==> config.mk <==
export PLATFORM = sky130hd
export DESIGN_NAME = seg7_scan_decoder
export DESIGN_NICKNAME = d
export VERILOG_FILES = /design/src/rtl/seg7_scan_decoder.sv
export SDC_FILE = /design/constraint.sdc
export NUM_CORES = 1
export LEC_CHECK = 0
export ABC_AREA = 1
export CORE_ASPECT_RATIO = 1.4
export CORE_UTILIZATION = 53
export DETAILED_ROUTE_END_ITERATION = 16
export PLACE_DENSITY = 0.76
export SLEW_MARGIN = 30
export SYNTH_ARGS = -nofsm -noshare
export SYNTH_HDL_FRONTEND = slang
export SYNTH_SLANG_ARGS = --single-unit
==> constraint.sdc <==
create_clock -name clk -period 1.9 [get_ports clk]
set_clock_uncertainty 0.05 [all_clocks]
set_input_delay 0.285 -clock clk [delete_from_list [all_inputs] [get_ports clk]]
set_output_delay 0.285 -clock clk [all_outputs]
set_load 0.005 [all_outputs]
==> src/rtl/seg7_scan_decoder.sv <==
// seg7_scan_decoder: samples a time-multiplexed 7-segment display bus, qualifies each
// digit over repeated scans, decodes glyphs back to hex nibbles and emits the assembled
// word on a valid/ready interface.
// Ports:
//   clk, rst_n       clock, asynchronous active-low reset
//   seg_in[6:0]      segment lines (bit 6 = a .. bit 0 = g), asynchronous
//   an_in[DIGITS-1:0] one-hot digit strobes, bit 0 = least-significant digit, asynchronous
//   hex_out          decoded word, digit i at [4i+3:4i]
//   err_out          per-digit flag: glyph is not a hex glyph
//   out_valid/out_ready  word handshake
//   scan_err         one-cycle pulse on a non-one-hot, non-zero strobe pattern
// Optional: SEG7_SCAN_DP_CAPTURE_EN adds dp_in / dp_out[DIGITS-1:0]; the decimal point
// then takes part in the per-digit match and in the word-change comparison.
module seg7_scan_decoder #(
    parameter int unsigned DIGITS         = 4,
    parameter int unsigned SETTLE_CYC     = 8,
    parameter int unsigned STABLE_SCANS   = 3,
    parameter int unsigned SEG_ACTIVE_LOW = 1
) (
    input  logic                  clk,
    input  logic                  rst_n,
    input  logic [6:0]            seg_in,
    input  logic [DIGITS-1:0]     an_in,
`ifdef SEG7_SCAN_DP_CAPTURE_EN
    input  logic                  dp_in,
    output logic [DIGITS-1:0]     dp_out,
`endif
    output logic [4*DIGITS-1:0]   hex_out,
    output logic [DIGITS-1:0]     err_out,
    output logic                  out_valid,
    input  logic                  out_ready,
    output logic                  scan_err
);

    localparam int unsigned CNT_W  = $clog2(SETTLE_CYC);
    localparam int unsigned WORD_W = 4 * DIGITS;

    typedef enum logic [1:0] {SLOT_IDLE, SLOT_SETTLE, SLOT_HOLD} slot_e;
    typedef enum logic       {OUT_EMPTY, OUT_FULL} out_e;

    // Returns {err, nibble} for a lit-high abcdefg pattern.
    function automatic logic [4:0] decode_glyph(input logic [6:0] lit);
        logic [4:0] r;
        r = 5'h10;
        case (lit)
            7'h7E: r = 5'h00;  7'h30: r = 5'h01;  7'h6D: r = 5'h02;  7'h79: r = 5'h03;
            7'h33: r = 5'h04;  7'h5B: r = 5'h05;  7'h5F: r = 5'h06;  7'h70: r = 5'h07;
            7'h7F: r = 5'h08;  7'h7B: r = 5'h09;  7'h77: r = 5'h0A;  7'h1F: r = 5'h0B;
            7'h4E: r = 5'h0C;  7'h3D: r = 5'h0D;  7'h4F: r = 5'h0E;  7'h47: r = 5'h0F;
            default: r = 5'h10;
        endcase
        return r;
    endfunction

    logic [6:0]                seg_m_q, seg_m_d, seg_s_q, seg_s_d;
    logic [DIGITS-1:0]         an_m_q, an_m_d, an_s_q, an_s_d;
    logic [DIGITS-1:0]         an_last_q, an_last_d;
    logic                      bad_q, bad_d;
    slot_e                     slot_q, slot_d;
    logic [CNT_W-1:0]          cnt_q, cnt_d;
    logic                      scan_err_q, scan_err_d;
    logic [DIGITS-1:0][3:0]    nib_q, nib_d;
    logic [DIGITS-1:0]         cerr_q, cerr_d;
    logic [DIGITS-1:0][3:0]    match_q, match_d;
    out_e                      out_st_q, out_st_d;
    logic [WORD_W-1:0]         hex_q, hex_d;
    logic [DIGITS-1:0]         err_q, err_d;
    logic                      sent_vld_q, sent_vld_d;

    logic [6:0]                seg_lit_c;
    logic [4:0]                dec_c;
    logic                      an_nz_c, an_onehot_c, capture_c, cand_c;
    logic [DIGITS-1:0]         qual_c;
    logic [WORD_W-1:0]         word_c;
    logic                      new_dp_c;
    logic [DIGITS-1:0]         cur_dp_c, sent_dp_c;

`ifdef SEG7_SCAN_DP_CAPTURE_EN
    logic                      dp_m_q, dp_m_d, dp_s_q, dp_s_d;
    logic [DIGITS-1:0]         dp_q, dp_d, dp_out_q, dp_out_d;
    assign new_dp_c  = (SEG_ACTIVE_LOW != 0) ? ~dp_s_q : dp_s_q;
    assign cur_dp_c  = dp_q;
    assign sent_dp_c = dp_out_q;
    assign dp_out    = dp_out_q;
`else
    assign new_dp_c  = 1'b0;
    assign cur_dp_c  = '0;
    assign sent_dp_c = '0;
`endif

    // Two-flop synchronizers; segments and strobes share the same delay so they stay aligned.
    always_comb begin
        seg_m_d = seg_in;
        seg_s_d = seg_m_q;
        an_m_d  = an_in;
        an_s_d  = an_m_q;
`ifdef SEG7_SCAN_DP_CAPTURE_EN
        dp_m_d  = dp_in;
        dp_s_d  = dp_m_q;
`endif
    end

    assign seg_lit_c   = (SEG_ACTIVE_LOW != 0) ? ~seg_s_q : seg_s_q;
    assign dec_c       = decode_glyph(seg_lit_c);
    assign an_nz_c     = |an_s_q;
    assign an_onehot_c = an_nz_c && ((an_s_q & (an_s_q - DIGITS'(1))) == '0);

    // Slot FSM: one capture per stable strobe slot, SETTLE_CYC cycles after the strobe changes.
    always_comb begin
        slot_d     = slot_q;
        cnt_d      = cnt_q;
        capture_c  = 1'b0;
        an_last_d  = an_s_q;
        bad_d      = an_nz_c && !an_onehot_c;
        scan_err_d = 1'b0;
        if (!an_onehot_c) begin
            slot_d     = SLOT_IDLE;
            cnt_d      = '0;
            scan_err_d = bad_d && !bad_q;
        end else if (an_s_q != an_last_q) begin
            slot_d = SLOT_SETTLE;
            cnt_d  = '0;
        end else if (slot_q == SLOT_SETTLE) begin
            cnt_d = cnt_q + CNT_W'(1);
            if (cnt_d == CNT_W'(SETTLE_CYC - 1)) begin
                capture_c = 1'b1;
                slot_d    = SLOT_HOLD;
            end
        end
    end

    // Per-digit qualification: count consecutive identical captures, saturating at 15.
    always_comb begin
        nib_d   = nib_q;
        cerr_d  = cerr_q;
        match_d = match_q;
`ifdef SEG7_SCAN_DP_CAPTURE_EN
        dp_d    = dp_q;
`endif
        for (int i = 0; i < int'(DIGITS); i++) begin
            if (capture_c && an_s_q[i]) begin
                if (dec_c[3:0] == nib_q[i] && dec_c[4] == cerr_q[i] && new_dp_c == cur_dp_c[i]) begin
                    match_d[i] = (match_q[i] == 4'hF) ? 4'hF : match_q[i] + 4'd1;
                end else begin
                    nib_d[i]   = dec_c[3:0];
                    cerr_d[i]  = dec_c[4];
                    match_d[i] = 4'd1;
`ifdef SEG7_SCAN_DP_CAPTURE_EN
                    dp_d[i]    = new_dp_c;
`endif
                end
            end
        end
    end

    always_comb begin
        for (int i = 0; i < int'(DIGITS); i++) begin
            qual_c[i] = (match_q[i] >= 4'(STABLE_SCANS));
        end
    end

    // The presented word doubles as last_sent; sent_vld_q marks it meaningful.
    assign word_c = nib_q;
    assign cand_c = (&qual_c) &&
                    (!sent_vld_q || word_c != hex_q || cerr_q != err_q || cur_dp_c != sent_dp_c);

    // Output FSM: load on candidate while empty, hold until accepted.
    always_comb begin
        out_st_d   = out_st_q;
        hex_d      = hex_q;
        err_d      = err_q;
        sent_vld_d = sent_vld_q;
`ifdef SEG7_SCAN_DP_CAPTURE_EN
        dp_out_d   = dp_out_q;
`endif
        case (out_st_q)
            OUT_EMPTY: begin
                if (cand_c) begin
                    out_st_d   = OUT_FULL;
                    hex_d      = word_c;
                    err_d      = cerr_q;
                    sent_vld_d = 1'b1;
`ifdef SEG7_SCAN_DP_CAPTURE_EN
                    dp_out_d   = dp_q;
`endif
                end
            end
            OUT_FULL: begin
                if (out_ready) out_st_d = OUT_EMPTY;
            end
            default: out_st_d = OUT_EMPTY;
        endcase
    end

    always_ff @(posedge clk or negedge rst_n) begin
        if (!rst_n) begin
            seg_m_q    <= '0;
            seg_s_q    <= '0;
            an_m_q     <= '0;
            an_s_q     <= '0;
            an_last_q  <= '0;
            bad_q      <= 1'b0;
            slot_q     <= SLOT_IDLE;
            cnt_q      <= '0;
            scan_err_q <= 1'b0;
            nib_q      <= '0;
            cerr_q     <= '0;
            match_q    <= '0;
            out_st_q   <= OUT_EMPTY;
            hex_q      <= '0;
            err_q      <= '0;
            sent_vld_q <= 1'b0;
`ifdef SEG7_SCAN_DP_CAPTURE_EN
            dp_m_q     <= 1'b0;
            dp_s_q     <= 1'b0;
            dp_q       <= '0;
            dp_out_q   <= '0;
`endif
        end else begin
            seg_m_q    <= seg_m_d;
            seg_s_q    <= seg_s_d;
            an_m_q     <= an_m_d;
            an_s_q     <= an_s_d;
            an_last_q  <= an_last_d;
            bad_q      <= bad_d;
            slot_q     <= slot_d;
            cnt_q      <= cnt_d;
            scan_err_q <= scan_err_d;
            nib_q      <= nib_d;
            cerr_q     <= cerr_d;
            match_q    <= match_d;
            out_st_q   <= out_st_d;
            hex_q      <= hex_d;
            err_q      <= err_d;
            sent_vld_q <= sent_vld_d;
`ifdef SEG7_SCAN_DP_CAPTURE_EN
            dp_m_q     <= dp_m_d;
            dp_s_q     <= dp_s_d;
            dp_q       <= dp_d;
            dp_out_q   <= dp_out_d;
`endif
        end
    end

    assign hex_out   = hex_q;
    assign err_out   = err_q;
    assign out_valid = (out_st_q == OUT_FULL);
    assign scan_err  = scan_err_q;

endmodule

==> flow_metrics.env <==
export IMPL_r2r_cells=14
export IMPL_antenna_found_initial=0
export IMPL_ys_top_cells_by_count="nand2_1 (153), dfrtp_1 (91), inv_1 (48)"
export IMPL_detail_route_antenna_nets=0
export IMPL_slew_headroom_pct=70.38
export IMPL_power_uw=4240
export IMPL_gr_usage_met3_pct=5.179
export IMPL_syn_area_um2=4795
export IMPL_gp_congestion=0.9628
export IMPL_crit_top_cell="nand2_2"
export IMPL_rows=40
export IMPL_fin_setup_tns_ps=-1689
export IMPL_endpoint_kind="flip-flop"
export IMPL_finalWorstSetupSlack_ps=-113.5
export IMPL_grt_max_degree=57
export IMPL_finalCriticalPeriod_ps=2014
export IMPL_grt_ovfl_total=0
export IMPL_drt_iter0_drc=400
export IMPL_antenna_cells=0
export IMPL_tightest_slew_ps=440.9
export IMPL_cts_made_buffers=9
export IMPL_timing_hold_violations_final=0
export IMPL_synthFlopType="dfrtp_1"
export IMPL_fp_dieW_um=82.39
export IMPL_yosysMostFrequentCell="nand2_1"
export IMPL_rr_startpoint="seg_s_q[1]$_DFF_PN0_"
export IMPL_clkPwrFrac_pct=44.8
export IMPL_synth_seq_cells=91
export IMPL_cts_sinks=91
export IMPL_regToRegSetupSlack_ps=-110
export IMPL_synth_nets=591
export IMPL_syn_inst=571
export IMPL_violations="negative setup slack"
export IMPL_cts_root_buf="clkbuf_16"
export IMPL_seq_power_share_pct=47.3
export IMPL_switchingPower_uw=966.5
export IMPL_critPathLaunch="seg_s_q[1]$_DFF_PN0_"
export IMPL_synth_edf_count=0
export IMPL_io_pins=36
export IMPL_drive_gt1_share_pct=33.73
export IMPL_synth_top_cell_area_share_pct=47.49
export IMPL_finalMaxSlewViolations=0
export IMPL_grt_pass1_wl_um=18650
export IMPL_r2r_end="nib_q[3]$_DFFE_PN0P_"
export IMPL_crit_type="flip-flop to flip-flop"
export IMPL_via_count=4354
export IMPL_ys_seq_area_share_pct=47.49
export IMPL_finalSetupViolations=25
export IMPL_design_core_area_um2=8658
export IMPL_clkLatencyLatePin_ps=350
export IMPL_ys_async_sr_fraction_pct=100.0
export IMPL_p_int_uw=3274
export IMPL_cts_htree_levels=3
export IMPL_switching_share_pct=22.79
export IMPL_portBuffers=35
export IMPL_rsz0062_at_grt="yes"
export IMPL_hpwl_um=8047
export IMPL_cp_max_fo=8
export IMPL_dieArea_um2=9436
export IMPL_ir_worst_vdd_mv=0.5353
export IMPL_busiest_layer="met2"
export IMPL_min_period_over_period_pct=106.0
export IMPL_clkTransAtPathRegs_ps=60
export IMPL_comb_power_share_pct=7.9
export IMPL_grt_use_met2_pct=45.29
export IMPL_start_util_pct=55.38
export IMPL_die_h_um=114.5
export IMPL_fin_nets=693
export IMPL_p_per_area_nw_per_um2=646.0
export IMPL_synthDistinctLibCells=35
export IMPL_max_stage_delay_ps=480
export IMPL_met1_usage_pct=30.54
export IMPL_maxCapViolCount=0
export IMPL_via_per_inst=5.575
export IMPL_grt_pass1_vias=4098
export IMPL_cpLargestDelayFamily="simple AND/OR/NAND/NOR gates"
export IMPL_netlist_top_cell_by_area="dfrtp_1"
export IMPL_p_leak_uw=0.003125
export IMPL_critPathLaunchType="flip-flop"
export IMPL_yosys_top_cells_area="dfrtp_1 (47%), nand2_1 (12%), nand3_1 (4.4%), o21ai_0 (4.3%), inv_1 (3.8%)"
export IMPL_outcome="finished, violations left"
export IMPL_worstPathArrival_ps=2250
export IMPL_grt_total_usage_pct=26.46
export IMPL_crit_buf_inv=1
export IMPL_crit_required_ps=2130
export IMPL_setup_worst_path_end="nib_q[3]$_DFFE_PN0P_"
export IMPL_min_path_type="primary input to async pin"
export IMPL_area_delta_synth_final_pct=36.90
export IMPL_drtPass1Iterations=6
export IMPL_cp_slowest_cell="dfrtp_2"
export IMPL_worstPathCellList="inv_2 > nand2_4 > nor2_1 > nand2_2 > nand2_2 > nor2_4 > nand2_4 > nand2_2 > nand2_2 > nor2_4 > nand3_4 > nand2_4 > nand2_1 > nand2_1"
export IMPL_ys_warn_count=0
export IMPL_drcViolationCount=0
export IMPL_drt_wl_total_um=12660
export IMPL_clock_path_buffers=2
export IMPL_cp_depth=14
export IMPL_cts_tree="done"
export IMPL_syn_avg_cell_area_um2=8.397
export IMPL_wl_per_cell_um=16.21
export IMPL_fmax_ghz=0.4966
logic make-up after synthesis:
logic type	count (synthesis)	synth area share (%)
xor gates and xnor gates	16	2.923
and+or+nand+nor	307	33.04
DFF	91	47.49
adders and majority gates	6	1.566
muxes	1	0.2088
buffers and inverters	71	5.663
AOI/OAI and AO/OA	79	9.108
placed cells by master (no fill, tap or decap), drive strengths merged:
master,synthesis,routed
a2111oi,1,1
a211oi,1,1
a21oi,10,10
a22o,2,2
buf,4,60
bufinv,0,2
clkbuf,4,14
clkdlybuf4s50,0,34
clkinv,0,1
clkinvlp,0,1
dfrtp,91,91
dlygate4sd3,0,1
ha,6,6
inv,63,63
mux2i,1,1
nand2,182,182
nand3,49,49
nand3b,4,4
nand4,3,3
nor2,59,59
nor3,7,7
nor4,2,2
o211ai,6,6
o21ai,50,50
o21bai,1,1
o22ai,8,8
or2,1,1
xnor2,9,9
xor2,7,7
power groups by stage:
stage | clock (uW) | combinational [uW] | sequential [uW]
CTS | 1910 | 304 | 2000
floorplan | 0 | 154 | 2030
global placement | 0 | 275 | 2030
finish | 1900 | 335 | 2000
detailed placement | 0 | 279 | 2030
global route | 2010 | 366 | 2010
final cells by class:
| cell class | count | area (um^2) |
|---|---|---|
| fill | 548 | 2095 |
| timing repair buffer | 99 | 978.4 |
| inverter | 63 | 246.5 |
| multi-input combinational | 409 | 2606 |
| tap | 105 | 131.4 |
| sequential | 91 | 2286 |
| clock inverter | 4 | 76.32 |
| clock buffer | 10 | 239.0 |
worst min path at each step:
stage	from	to	slack [ps]	cells past startpoint
6_report	rst_n	seg_s_q[5]$_DFF_PN0_	230	2
5_1_grt	rst_n	seg_s_q[5]$_DFF_PN0_	240	2
4_1_cts	rst_n	seg_s_q[5]$_DFF_PN0_	220	2
3_5_place_dp	rst_n	seg_s_q[5]$_DFF_PN0_	30	1
3_3_place_gp	rst_n	seg_s_q[5]$_DFF_PN0_	30	1
2_1_floorplan	rst_n	an_last_d[0]$_DFF_PN0_	-60	0
stage by stage:
| stage | setup WS [ps] | instance area (um^2) | hold slack [ps] | cells | utilization (%) |
|---|---|---|---|---|---|
| after global routing | -248.9 | 6564 | 238.7 | 781 | 75.81 |
| final | -113.5 | 6564 | 227.9 | 781 | 75.81 |
| after CTS | -27.75 | 6093 | 217.6 | 766 | 70.38 |
| after detailed placement | -75.71 | 5549 | 31.24 | 741 | 64.09 |
| after global placement | -37.98 | 5549 | 31.39 | 741 | 64.09 |
| after floorplan | 18.74 | 4795 | -60.59 | 571 | - |
per-layer routing:
metal | wire length, um | part of all wire [%]
met5 | 0 | 0
met4 | 501 | 4.0
met3 | 679 | 5.4
met2 | 6590 | 52
met1 | 4888 | 39
state kept, by name (all words and copies together), names as in the netlist, 3 cells and up:
signal / flops
seg_m_q: 7
an_last_d: 4
an_last_q: 4
cnt_q: 3
an_m_q: 4
cerr_q: 4
match_q: 16
err_out: 4
nib_q: 16
seg_s_q: 7
hex_out: 16
worst register-to-register path, stage by stage, from the launching register on:
cell and delay (ps):
dfrtp_2 480, inv_2 80, nand2_4 100, nor2_1 80, nand2_2 100, nand2_2 70
nor2_4 200, nand2_4 110, nand2_2 80, nand2_2 60, nor2_4 130, nand3_4 160
nand2_4 140, nand2_1 60, nand2_1 60
what timing repair did:
item | 4_1_cts | 5_1_grt
pin swaps | 14 | 45
setup buffers | 10 | 10
hold buffers | 1 | 0
hold endpoints to repair | 91 | 0
endpoints found under the setup margin | 46 | 56
resized for setup | 38 | 90
cloned | 0 | 6
(Power assumes the default switching activity.)
